[src/rtl/rbzero_spi_defs.vh]
// Shared constants for the rbzero SPI master: FSM state codes and the
// frame lengths used by rbzero's vector and register slaves.
`ifndef RBZERO_SPI_DEFS_VH
`define RBZERO_SPI_DEFS_VH

localparam logic [2:0] ST_IDLE  = 3'd0;
localparam logic [2:0] ST_SETUP = 3'd1;
localparam logic [2:0] ST_HIGH  = 3'd2;
localparam logic [2:0] ST_LOW   = 3'd3;
localparam logic [2:0] ST_GAP   = 3'd4;

// Frame lengths for the rbzero slaves (bits, sent MSB first).
localparam int RB_VEC_FRAME_BITS       = 74;
localparam int RB_REG_CMD_BITS         = 4;
localparam int RB_REG_PAYLOAD_MAX_BITS = 24;

`endif

[src/rtl/rbzero_spi_master_pkg.sv]
// Package for the rbzero SPI master: state enum and width helper.
package rbzero_spi_master_pkg;
  `include "rbzero_spi_defs.vh"

  typedef enum logic [2:0] {
    IDLE  = ST_IDLE,
    SETUP = ST_SETUP,
    HIGH  = ST_HIGH,
    LOW   = ST_LOW,
    GAP   = ST_GAP
  } spi_state_e;

  // Counter width able to hold 0..n-1, never narrower than one bit.
  function automatic int cnt_w(input int n);
    return (n < 2) ? 1 : $clog2(n);
  endfunction
endpackage

[src/rtl/rbzero_spi_master_if.sv]
// Request/SPI bundle for rbzero_spi_master. The master modport is the
// block itself; the slave modport is the requester/observer side.
interface rbzero_spi_master_if #(
  parameter int MAX_BITS = 96,
  parameter int LEN_W    = 7
);
  logic                i_valid;
  logic                o_ready;
  logic [LEN_W-1:0]    i_len;
  logic [MAX_BITS-1:0] i_data;
  logic                o_busy;
  logic                o_done;
  logic                o_csb;
  logic                o_sclk;
  logic                o_mosi;

  modport master (
    input  i_valid, i_len, i_data,
    output o_ready, o_busy, o_done, o_csb, o_sclk, o_mosi
  );

  modport slave (
    output i_valid, i_len, i_data,
    input  o_ready, o_busy, o_done, o_csb, o_sclk, o_mosi
  );
endinterface

[src/rtl/spi_half_tick.sv]
// CLK_DIV-cycle half-period timer. tick pulses on the last cycle of each
// half-period; restart holds the count at the start of a period.
module spi_half_tick
  import rbzero_spi_master_pkg::*;
#(
  parameter int CLK_DIV = 4
) (
  input  logic clk,
  input  logic reset,
  input  logic restart,
  output logic tick
);
  localparam int          W    = cnt_w(CLK_DIV);
  localparam logic [W-1:0] LAST = W'(CLK_DIV - 1);

  logic [W-1:0] cnt_q, cnt_d;

  // Next count: wrap at the end of each half-period, clear on restart.
  always_comb begin
    cnt_d = cnt_q + 1'b1;
    if (restart || cnt_q == LAST) cnt_d = '0;
  end

  // Count register.
  always_ff @(posedge clk) begin
    if (reset) cnt_q <= '0;
    else       cnt_q <= cnt_d;
  end

  assign tick = (cnt_q == LAST) && !restart;
endmodule

[src/rtl/rbzero_spi_master.sv]
// SPI mode-0 master for rbzero's vector/register slaves. One left-justified
// frame per valid/ready handshake, shifted out MSB first. Every SPI pin is
// driven straight from a flop.
module rbzero_spi_master
  import rbzero_spi_master_pkg::*;
#(
  parameter int MAX_BITS = 96,
  parameter int LEN_W    = 7,
  parameter int CLK_DIV  = 4,
  parameter int CS_GAP   = 4
) (
  input  logic              clk,
  input  logic              reset,
  rbzero_spi_master_if.master bus
);
  if (CLK_DIV < 2) begin : g_bad_div
    $error("rbzero_spi_master: CLK_DIV must be >= 2");
  end
  if (CS_GAP < 1) begin : g_bad_gap
    $error("rbzero_spi_master: CS_GAP must be >= 1");
  end

  localparam logic [LEN_W-1:0] MAX_LEN  = LEN_W'(MAX_BITS);
  localparam int               GW       = cnt_w(CS_GAP);
  localparam logic [GW-1:0]    GAP_LAST = GW'(CS_GAP - 1);

  spi_state_e          state_q, state_d;
  logic [MAX_BITS-1:0] sh_q, sh_d;
  logic [LEN_W-1:0]    bits_q, bits_d;
  logic [GW-1:0]       gap_q, gap_d;
  logic                csb_q, csb_d;
  logic                sclk_q, sclk_d;
  logic                mosi_q, mosi_d;
  logic                done_q, done_d;
  logic                ready_q, ready_d;
  logic                accept, tick;
  logic [LEN_W-1:0]    eff_len;

  assign accept  = bus.i_valid && ready_q;
  assign eff_len = (bus.i_len > MAX_LEN) ? MAX_LEN : bus.i_len;

  // Held in restart while idle so SETUP always gets a full half-period.
  spi_half_tick #(.CLK_DIV(CLK_DIV)) u_tick (
    .clk     (clk),
    .reset   (reset),
    .restart (state_q == IDLE),
    .tick    (tick)
  );

  // Next state, datapath and registered-output values.
  always_comb begin
    state_d = state_q;
    sh_d    = sh_q;
    bits_d  = bits_q;
    gap_d   = gap_q;
    done_d  = 1'b0;
    unique case (state_q)
      IDLE: if (accept) begin
        sh_d   = bus.i_data;
        bits_d = eff_len;
        if (eff_len == '0) begin
          // Empty frame: a single GAP cycle carries the done pulse, csb
          // never falls and no CS gap is inserted.
          state_d = GAP;
          gap_d   = '0;
          done_d  = 1'b1;
        end else begin
          state_d = SETUP;
        end
      end
      SETUP: if (tick) state_d = HIGH;
      HIGH: if (tick) begin
        // Falling edge: advance to the next bit.
        state_d = LOW;
        sh_d    = sh_q << 1;
        bits_d  = bits_q - 1'b1;
      end
      LOW: if (tick) begin
        if (bits_q == '0) begin
          state_d = GAP;
          gap_d   = GAP_LAST;
          done_d  = 1'b1;
        end else begin
          state_d = HIGH;
        end
      end
      GAP: begin
        if (gap_q == '0) state_d = IDLE;
        else             gap_d   = gap_q - 1'b1;
      end
      default: state_d = IDLE;
    endcase

    csb_d   = !(state_d inside {SETUP, HIGH, LOW});
    sclk_d  = (state_d == HIGH);
    // After the last bit shifts out the line is parked at 0.
    mosi_d  = ((state_d == SETUP) || (state_d == HIGH) ||
               (state_d == LOW && bits_d != '0)) ? sh_d[MAX_BITS-1] : 1'b0;
    ready_d = (state_d == IDLE);
  end

  // State, datapath and output registers.
  always_ff @(posedge clk) begin
    if (reset) begin
      state_q <= IDLE;
      sh_q    <= '0;
      bits_q  <= '0;
      gap_q   <= '0;
      csb_q   <= 1'b1;
      sclk_q  <= 1'b0;
      mosi_q  <= 1'b0;
      done_q  <= 1'b0;
      ready_q <= 1'b1;
    end else begin
      state_q <= state_d;
      sh_q    <= sh_d;
      bits_q  <= bits_d;
      gap_q   <= gap_d;
      csb_q   <= csb_d;
      sclk_q  <= sclk_d;
      mosi_q  <= mosi_d;
      done_q  <= done_d;
      ready_q <= ready_d;
    end
  end

  assign bus.o_ready = ready_q;
  assign bus.o_busy  = !ready_q;
  assign bus.o_done  = done_q;
  assign bus.o_csb   = csb_q;
  assign bus.o_sclk  = sclk_q;
  assign bus.o_mosi  = mosi_q;
endmodule

[src/flat_wrapper.sv]
// flat-port wrapper written by rule: the top's interface ports become plain ports
module rbzero_spi_master_flat import rbzero_spi_master_pkg::*;
#(
  parameter int MAX_BITS = 96,
  parameter int LEN_W    = 7,
  parameter int CLK_DIV  = 4,
  parameter int CS_GAP   = 4
)
  (clk, reset, bus_i_valid, bus_i_len, bus_i_data, bus_o_ready, bus_o_busy, bus_o_done, bus_o_csb, bus_o_sclk, bus_o_mosi);
  rbzero_spi_master_if #(.MAX_BITS(MAX_BITS), .LEN_W(LEN_W)) bus_i ();
  input  logic clk;
  input  logic reset;
  input wire logic [$bits(bus_i.i_valid)-1:0] bus_i_valid;
  input wire logic [$bits(bus_i.i_len)-1:0] bus_i_len;
  input wire logic [$bits(bus_i.i_data)-1:0] bus_i_data;
  output wire logic [$bits(bus_i.o_ready)-1:0] bus_o_ready;
  output wire logic [$bits(bus_i.o_busy)-1:0] bus_o_busy;
  output wire logic [$bits(bus_i.o_done)-1:0] bus_o_done;
  output wire logic [$bits(bus_i.o_csb)-1:0] bus_o_csb;
  output wire logic [$bits(bus_i.o_sclk)-1:0] bus_o_sclk;
  output wire logic [$bits(bus_i.o_mosi)-1:0] bus_o_mosi;
  assign bus_i.i_valid = bus_i_valid;
  assign bus_i.i_len = bus_i_len;
  assign bus_i.i_data = bus_i_data;
  assign bus_o_ready = bus_i.o_ready;
  assign bus_o_busy = bus_i.o_busy;
  assign bus_o_done = bus_i.o_done;
  assign bus_o_csb = bus_i.o_csb;
  assign bus_o_sclk = bus_i.o_sclk;
  assign bus_o_mosi = bus_i.o_mosi;
  rbzero_spi_master #(.MAX_BITS(MAX_BITS), .LEN_W(LEN_W), .CLK_DIV(CLK_DIV), .CS_GAP(CS_GAP)) u_core (.clk(clk), .reset(reset), .bus(bus_i));
endmodule
[config.mk]
export PLATFORM = sky130hd
export DESIGN_NAME = rbzero_spi_master_flat
export DESIGN_NICKNAME = d
export VERILOG_FILES = /design/src/rtl/rbzero_spi_master_pkg.sv /design/src/rtl/rbzero_spi_master_if.sv /design/src/rtl/spi_half_tick.sv /design/src/rtl/rbzero_spi_master.sv /design/src/flat_wrapper.sv
export VERILOG_INCLUDE_DIRS = /design/src /design/src/rtl
export SDC_FILE = /design/constraint.sdc
export NUM_CORES = 1
export LEC_CHECK = 0
export BUFFER_PORTS_ARGS = -buffer_cell sky130_fd_sc_hd__buf_4
export CAP_MARGIN = 40
export CORE_AREA = 2 2 128 130
export CTS_CLUSTER_SIZE = 25
export DETAILED_ROUTE_END_ITERATION = 10
export DIE_AREA = 0 0 130 132
export GPL_TIMING_DRIVEN = 1
export PLACE_DENSITY = 0.49
export RECOVER_POWER = 100
export SKIP_LAST_GASP = 1
export SLEW_MARGIN = 20
export SYNTH_ARGS = -nofsm -noshare
export SYNTH_HDL_FRONTEND = slang
export SYNTH_SLANG_ARGS = --single-unit
[constraint.sdc]
create_clock -name clk -period 5.6 [get_ports clk]
set_clock_uncertainty 0.15 [all_clocks]
set_input_delay 0.56 -clock clk [delete_from_list [all_inputs] [get_ports clk]]
set_output_delay 0.56 -clock clk [all_outputs]
set_load 0.005 [all_outputs]
==> flow_metrics.env <==
export IMPL_crit_type="flop to flop"
export IMPL_yosysTopAreaCell="dfxtp_1"
export IMPL_postCtsSetupBuffers=0
export IMPL_finalHoldViolCount=0
export IMPL_numCtsBuffers=17
export IMPL_fmax_mhz=255
export IMPL_hold_buffers=0
export IMPL_yosys_most_used_dff="dfxtp_1"
export IMPL_fin_crit_sh_pct=69.9
export IMPL_critPathSlowestCell="nor2_1"
export IMPL_drt_initial_drc_count=589
export IMPL_yosysTopAreaCellShare_pct=48.1
export IMPL_clockBufferDepth=2
export IMPL_yosysMostFrequentCell="dfxtp_1"
export IMPL_fin_crit_ns=3.92
export IMPL_slew_headroom_pct=-38.0
export IMPL_drive_above_1_share_pct=26.9
export IMPL_timing_rr_end="u_core.bus.o_mosi$_SDFF_PP0_"
export IMPL_antenna_cells=0
export IMPL_overflow=0
export IMPL_required_ns=5.73
export IMPL_syn_to_final_growth_pct=29.5
export IMPL_vias_per_cell=5.49
export IMPL_worstSetupEndpointType="flop"
export IMPL_core_area_sq_um=15700
export IMPL_insertion_delay_ns=0.41
export IMPL_start_util_pct=30.5
export IMPL_syn_area_sq_um=4790
export IMPL_dp_slack_ns=2.46
export IMPL_vias=4345
export IMPL_p_per_area_nw_per_um2=361
export IMPL_switching_share_pct=24.3
export IMPL_antenna_found_initial=0
export IMPL_clk_pin_slew_worst_paths_ns=0.05
export IMPL_synthDistinctLibCells=55
export IMPL_leakage_nw=2.44
export IMPL_final_setup_tns_ns=0
export IMPL_seq_area_frac_synth_pct=48.1
export IMPL_p_seq_share_pct=41.0
export IMPL_synth_cells=478
export IMPL_grt_usage_pct=15.3
export IMPL_cts_sinks=115
export IMPL_place_congestion=0.789
export IMPL_synth_edf_count=0
export IMPL_hpwl_mm=8.47
export IMPL_dieArea_sq_um=17200
export IMPL_worst_slew_pin_slew_ns=2.06
export IMPL_avgSynthCellArea_sq_um=10.0
export IMPL_crit_path_max_fanout=31
export IMPL_detail_route_antenna_nets=0
export IMPL_drv_cap=1
export IMPL_slew_violations=32
export IMPL_synthTopCellsByCount="dfxtp_1, nor2_1, a222oi_1"
export IMPL_status="complete, but fails checks"
export IMPL_arrival_ns=4.05
export IMPL_post_cts_resized=0
export IMPL_wirelength_mm=13.1
export IMPL_nets=672
export IMPL_post_drt_wl_per_cell_um=16.5
export IMPL_placed_cells=759
export IMPL_placementRows=46
export IMPL_holdPathEnd="u_core.sh_q[23]$_SDFFE_PP0P_"
export IMPL_start_kind="flop"
export IMPL_h_tree_depth=4
export IMPL_yosys_warnings=0
export IMPL_rrSetupSlack_ns=1.68
export IMPL_finalPower_mw=2.24
export IMPL_die_h_um=132
export IMPL_cts_tree="built"
export IMPL_die_x_um=130
export IMPL_finalSetupViolations=0
export IMPL_cp_cell_sequence="nand4bb_1 -> nor2_1 -> a22oi_1 -> nor4_1 -> a31oi_1"
export IMPL_rsz0062_at_grt="no"
export IMPL_min_path_type="input pin to flop"
export IMPL_drt_pass1_iterations=11
export IMPL_grt_pass1_wl_mm=20.7
export IMPL_fin_cells=792
export IMPL_synthTopCellsByArea="dfxtp_1, a222oi_1, nor2_1"
export IMPL_placed_cell_area_sq_um=5660
export IMPL_critPathMaxStageDelay_ns=1.57
export IMPL_worst_slack_ns=1.68
export IMPL_ios=112
export IMPL_synthArstFlopShare_pct=0
export IMPL_p_sw_mw=0.543
export IMPL_postLayoutCellArea_sq_um=6200
export IMPL_synth_nets=587
export IMPL_root_buffer="clkbuf_16"
export IMPL_hold_depth=3
export IMPL_hp_start="bus_i_data[23]"
export IMPL_grt_pass1_vias=4181
export IMPL_clkPwrFrac_pct=46.8
export IMPL_irDropWorstVdd_v=0.000244
export IMPL_r2r_start="u_core.state_q[1]$_SDFF_PP0_"
export IMPL_ys_ff_latch=115
export IMPL_intPower_mw=1.70
export IMPL_r2r_cells=5
export IMPL_grt_max_degree=80
export IMPL_pwr_share_comb_pct=12.1
export IMPL_violations="max-capacitance violations, max-slew violations"
export IMPL_drc=0
export IMPL_filler_cell_count=1551
export IMPL_io_buffers=111
-- sequential cells by signal (all words and copies together), names as in the netlist, 2 cells and up --
register	count
u_core.u_tick.cnt_q	2
u_core.gap_q	2
u_core.sh_q	96
u_core.state_q	3
u_core.bits_q	7
-- kinds of logic after synthesis --
group / synth area share, %
AOI/OAI and AO/OA: 25.6
adders and majority gates: 0.784
buffers and inverters: 6.66
DFF: 48.1
muxes: 0.862
and+or+nand+nor: 18.0
-- cell type report --
cell class / instances / area, sq um / share of cell area, %
clock buffer: 22 / 474 / 7.65
clock inverter: 10 / 106 / 1.72
inverter: 8 / 30.0 / 0.484
multi-input combinational: 304 / 2120 / 34.2
sequential: 115 / 2300 / 37.1
tap: 216 / 270 / 4.36
timing repair buffer: 117 / 895 / 14.4
-- how the worst max path moves through the flow --
stage,cells after the start,slack (ns),end,from
after CTS,6,2.45,u_core.bus.o_mosi$_SDFF_PP0_,u_core.state_q[2]$_SDFF_PP0_
after detailed placement,6,2.46,u_core.bus.o_mosi$_SDFF_PP0_,u_core.state_q[2]$_SDFF_PP0_
final,5,1.68,u_core.bus.o_mosi$_SDFF_PP0_,u_core.state_q[1]$_SDFF_PP0_
after global routing,5,1.26,u_core.bus.o_mosi$_SDFF_PP0_,u_core.state_q[1]$_SDFF_PP0_
after global placement,6,2.51,u_core.bus.o_mosi$_SDFF_PP0_,u_core.state_q[2]$_SDFF_PP0_
after floorplan,7,3.68,u_core.bus.o_mosi$_SDFF_PP0_,u_core.bits_q[0]$_SDFF_PP0_
-- power groups by stage --
stage / Sequential [mW] / Combinational [mW] / Clock [mW]
floorplan: 0.920 / 0.192 / 0
global placement: 0.934 / 0.269 / 0
detailed placement: 0.935 / 0.274 / 0
CTS: 0.918 / 0.275 / 1.08
global route: 0.926 / 0.303 / 1.12
finish: 0.919 / 0.272 / 1.05
-- layer usage --
layer  wire length, um  global-route usage [%]  vias up  share of wire, %
met5                 0                       0        -                 0
met2              6030                    23.1      173                46
met1              5680                    19.5     2071                43
met4               204                    5.68        0               1.6
li1                  -                       -     2083                 -
met3              1150                    6.01       18               8.8
-- layout by cell type, fill, tap and decap left out, types with 7 or more instances in the layout --
cell | synthesis | routed
dfxtp_1 | 115 | 115
a222oi_1 | 94 | 94
inv_1 | 8 | 8
nor2b_1 | 8 | 8
nor2_1 | 104 | 105
clkbuf_16 | 0 | 17
o21ai_0 | 7 | 8
nand2_1 | 7 | 7
buf_4 | 2 | 110
-- critical path, delay by kind of cell (launching register included) --
kind | cells | cell delay [ns]
AND/OR/NAND/NOR | 3 | 2.41
flip-flops | 1 | 0.52
AO/OA/AOI/OAI | 2 | 0.69
-- per-stage QoR --
| step | hold WS (ns) | utilization (%) |
|---|---|---|
| floorplan | 0.258 | - |
| global route | 0.220 | 39.5 |
| finish | 0.231 | 39.5 |
| detailed placement | 0.277 | 36.0 |
| CTS | 0.211 | 39.7 |
| global placement | 0.264 | 36.0 |
No activity file was read; power rests on OpenSTA's default activity.
